[src/rtl/mul_seq.sv]
// Repeated-addition multiplier sequencer: loads A then B, adds A into P once per count.
// Latency: N+2 edges from the start-sampling edge to done; done is a one-cycle pulse.
// No backpressure: start is only looked at in IDLE, requests elsewhere are dropped.
module mul_seq #(
   parameter int WIDTH = 16
) (
   input  logic               clk,
   input  logic               rst_n,
   input  logic               start,
   input  logic [WIDTH-1:0]   data_in,
   input  logic               eqz,
   output logic [WIDTH-1:0]   b_cnt,
   output logic [2*WIDTH-1:0] product,
   output logic               busy,
   output logic               done
);

   typedef enum logic [2:0] {
      IDLE   = 3'd0,
      LOAD_B = 3'd1,
      CALC   = 3'd2,
      DONE   = 3'd3
   } state_t;

   state_t             state;
   logic [WIDTH-1:0]   a;
   logic [2*WIDTH-1:0] p;

   assign product = p;

   // Sequencer: operand capture, add/decrement loop, and registered busy/done flags.
   // The loop ends only on the external eqz flag; b_cnt is never compared here.
   always_ff @(posedge clk or negedge rst_n) begin
      if (!rst_n) begin
         state <= IDLE;
         a     <= '0;
         b_cnt <= '0;
         p     <= '0;
         busy  <= 1'b0;
         done  <= 1'b0;
      end else begin
         case (state)
            IDLE: begin
               done <= 1'b0;
               busy <= 1'b0;
               if (start) begin
                  a     <= data_in;
                  busy  <= 1'b1;
                  state <= LOAD_B;
               end
            end
            LOAD_B: begin
               b_cnt <= data_in;
               p     <= '0;
               busy  <= 1'b1;
               state <= CALC;
            end
            CALC: begin
               if (!eqz) begin
                  p     <= p + {{WIDTH{1'b0}}, a};
                  b_cnt <= b_cnt - WIDTH'(1);
               end else begin
                  busy  <= 1'b0;
                  done  <= 1'b1;
                  state <= DONE;
               end
            end
            DONE: begin
               done  <= 1'b0;
               busy  <= 1'b0;
               state <= IDLE;
            end
            default: begin
               done  <= 1'b0;
               busy  <= 1'b0;
               state <= IDLE;
            end
         endcase
      end
   end

endmodule
[config.mk]
export PLATFORM = sky130hd
export DESIGN_NAME = mul_seq
export DESIGN_NICKNAME = d
export VERILOG_FILES = /design/src/rtl/mul_seq.sv
export SDC_FILE = /design/constraint.sdc
export NUM_CORES = 1
export LEC_CHECK = 0
export ABC_CLOCK_PERIOD_IN_PS = 2150
export BUFFER_PORTS_ARGS = -buffer_cell sky130_fd_sc_hd__buf_4
export CORE_ASPECT_RATIO = 0.5
export CORE_MARGIN = 2
export CORE_UTILIZATION = 29
export CTS_CLUSTER_SIZE = 25
export DETAILED_ROUTE_END_ITERATION = 6
export RECOVER_POWER = 50
export SYNTH_ARGS = -nofsm -noshare
export SYNTH_HDL_FRONTEND = slang
export SYNTH_SLANG_ARGS = --single-unit
[constraint.sdc]
create_clock -name clk -period 2.15 [get_ports clk]
set_input_delay 0.1075 -clock clk [delete_from_list [all_inputs] [get_ports clk]]
set_output_delay 0.1075 -clock clk [all_outputs]
set_load 0.02 [all_outputs]
==> impl_metrics.csv <==
group,metric,value,unit
worst_setup_path,r2r-end,"product[18]",
cts,cts_buffers,9,
finish,diodes,0,
routing,wire_per_inst,15.2,um
sta,worst-slew-pin-transition,0.849,ns
placement,placement.cell_area,5260,um2
sta,min_period_over_period,1.06,
finish,area_delta_synth_final,34.5,%
power,irDropWorstVdd,0.525,mV
cts,clock_latency,0.33,ns
sta,slew_violations,0,
worst_setup_path,crit_type,"reg -> reg",
power,p_comb_frac,0.566,
grt,grt_pass1_wl,18.3,mm
power,p_sw_frac,0.434,
cts,clockBufferDepth,2,
power,power.internal,4640,uW
cts,cts_root_buffer,"clkbuf_16",
die,floorplan.initialDensity,0.301,
routing,final_antenna_net_count,0,
worst_setup_path,critical_path.startpoint,"product[0]",
sta,max_slew_margin,0.434,
finish,layout-drive-gt1-share,0.314,
finish,regArea,1700,um2
die,die_y,88.6,um
worst_setup_path,ff2ff_setup_slack,-0.13,ns
grt,grt_remaining_overflow,0,
synthesis,synth_edf_count,0,
routing,drtIter0Drc,181,
worst_hold_path,hp-class,"in -> reg",
worst_setup_path,cpLargestDelayFamily,"compound AO/OA/AOI/OAI gates",
finish,multi_input_area,2450,um2
power,cellPowerDensity,1470,nW/um2
routing,post-route-drc-count,0,
sta,fin_ws,-0.133,ns
run,maxCapViolations,0,
placement,gp_congestion,0.850,
cts,cts_max_level,3,
finish,final_cell_mix,"buf_4 (105), dfrtp_1 (67), nand2_1 (58)",
sta,finalHoldViolCount,0,
worst_setup_path,cp_num_buf_inv,2,
routing,vias_per_cell,4.80,
grt,antenna_found_initial,0,
worst_setup_path,worst-path-stages,10,
synthesis,seq_area_frac_synth,0.410,
synthesis,avgSynthCellArea,9.91,um2
routing,first_pass_iters,4,
finish,fin_area,5580,um2
die,ios,70,
synthesis,synth_seq_cells,68,
synthesis,netlist_area,4150,um2
finish,fillers,1359,
worst_setup_path,worst-path-max-fanout,2,
power,clock_power_share,0.163,
worst_setup_path,arrival,2.51,ns
cts,cts_tree,"built",
worst_setup_path,slowest_delay,0.39,ns
sta,post-route-min-period,2.28,ns
routing,vias,3521,
worst_setup_path,path_cells,"ha_4, inv_2, fa_2, and2b_2, o2111ai_4, a21oi_4, o21ai_4, buf_4, mux2_4, a2111oi_4",
finish,layout_commonest_cell,"buf_4",
power,seq_power_share,0.271,
worst_setup_path,r2r_cells,10,
synthesis,netlist_instances,419,
worst_hold_path,holdPathStages,2,
worst_setup_path,cp-end-kind,"register",
synthesis,yosysWarnings,0,
worst_setup_path,cp.required,2.37,ns
sta,setup_violations,11,
placement,portBuffers,69,
sta,fmax,0.438,GHz
die,die_area,15300,um2
placement,dp.final_hpwl,8.24,mm
worst_setup_path,endpoint,"product[18]",
worst_setup_path,r2r_start,"product[0]",
die,fp.coreArea,13800,um2
grt,grt_util_all_layers,0.151,
die,die_width,173,um
grt,grt_max_degree,38,
sta,clock_skew,0.00721,ns
synthesis,synth.distinct_cells,65,
die,rows,30,
cts,cts.clk_slew.worst_paths,0.06,ns
power,power_switching,3550,uW
outcome,failed_checks,"negative setup slack",
outcome,outcome,"finished with violations",
synthesis,syn_nets,460,
worst_setup_path,slowest_stage,"dfrtp_2",
finish,fin_nets,578,
synthesis,async_flop_share,1.00,
cts,cts.sinks,68,
sta,rsz0062_at_grt,"true",
synthesis,synth-main-ff-cell,"dfrtp_1",
routing,wl,11.2,mm
grt,grt_pass1_vias,3502,
worst_setup_path,critPathLaunchType,"register",
worst_hold_path,holdCritStartpoint,"data_in[15]",
power,report.power.total,8190,uW
power,power_leakage,0.00244,uW
area by class of cell:
type / count / area share
Clock buffer: 12 / 0.0423
Clock inverter: 4 / 0.00471
Inverter: 13 / 0.00874
Multi-Input combinational cell: 322 / 0.439
Sequential cell: 68 / 0.305
Tap cell: 192 / 0.0430
Timing Repair Buffer: 123 / 0.158
worst min path at each step:
stage	endpoint	slack, ns
2_1_floorplan	a[0]	-0.19
3_3_place_gp	product[27]	0.1
3_5_place_dp	product[27]	0.1
4_1_cts	a[15]	0.02
5_1_grt	a[15]	0.03
6_report	a[15]	0.03
logic make-up after synthesis:
| kind of cell | share of synthesized area |
|---|---|
| buffers and inverters | 0.0277 |
| AOI/OAI and AO/OA | 0.185 |
| xor gates and xnor gates | 0.0506 |
| adders and majority gates | 0.0651 |
| DFF | 0.410 |
| and+or+nand+nor | 0.161 |
| muxes | 0.100 |
synthesized netlist by cell type, types with 3 or more instances:
cell	instances	share of area
a21o_1	6	0.011
nor4_1	3	0.0045
o21ai_1	8	0.0096
nor2b_1	11	0.017
mux2i_1	22	0.053
inv_1	13	0.012
a211oi_1	10	0.018
a21oi_1	28	0.034
clkbuf_1	12	0.011
nand3_1	7	0.0084
nand2_1	58	0.052
o22a_1	3	0.0063
nand4_1	5	0.0075
o21a_1	5	0.0090
nor2_1	16	0.014
and3_1	3	0.0045
xor2_1	13	0.027
nor3_1	6	0.0072
dfrtp_1	68	0.41
o21ai_0	23	0.028
and2_1	3	0.0045
ha_1	20	0.060
mux2_2	16	0.043
xnor2_1	11	0.023
per-layer routing:
| layer | vias to the layer above | global-route usage | wire length, um |
|---|---|---|---|
| met5 | - | 0 | 0 |
| met4 | 0 | 0.0378 | 107 |
| met3 | 10 | 0.0331 | 355 |
| met2 | 49 | 0.241 | 5060 |
| met1 | 1717 | 0.209 | 5660 |
| li1 | 1745 | - | - |
through the flow:
stage          utilization  TNS, ns  hold WS (ns)  std cells  worst slack [ns]
2_1_floorplan            -    -1.21        -0.188        419            -0.192
3_3_place_gp         0.382    -1.35        0.0954        712            -0.209
3_5_place_dp         0.382    -1.90        0.0954        712            -0.261
4_1_cts              0.405    -1.33        0.0181        731            -0.192
5_1_grt              0.405    -2.99        0.0288        734            -0.272
6_report             0.405    -1.00        0.0315        734            -0.133
power groups by stage:
stage	Sequential [uW]	Combinational (uW)	Clock [uW]
2_1_floorplan	2480	2570	0
3_3_place_gp	2220	4500	0
3_5_place_dp	2240	4560	0
5_1_grt	2300	5160	1410
6_report	2220	4630	1340
4_1_cts	2230	4630	1370
sequential cells by signal, summed over array words and instances, names as in the netlist:
signal and flops:
busy 1, done 1, b_cnt 16, product 32
state 2, a 16
repair_timing:
action	in CTS	in global routing
pin swaps	11	6
hold buffers	1	0
resized for setup	7	12
setup buffers	2	3
setup endpoints to repair	17	24
endpoints found under the hold margin	31	0
Note: power is estimated with default switching activity, not from simulation.
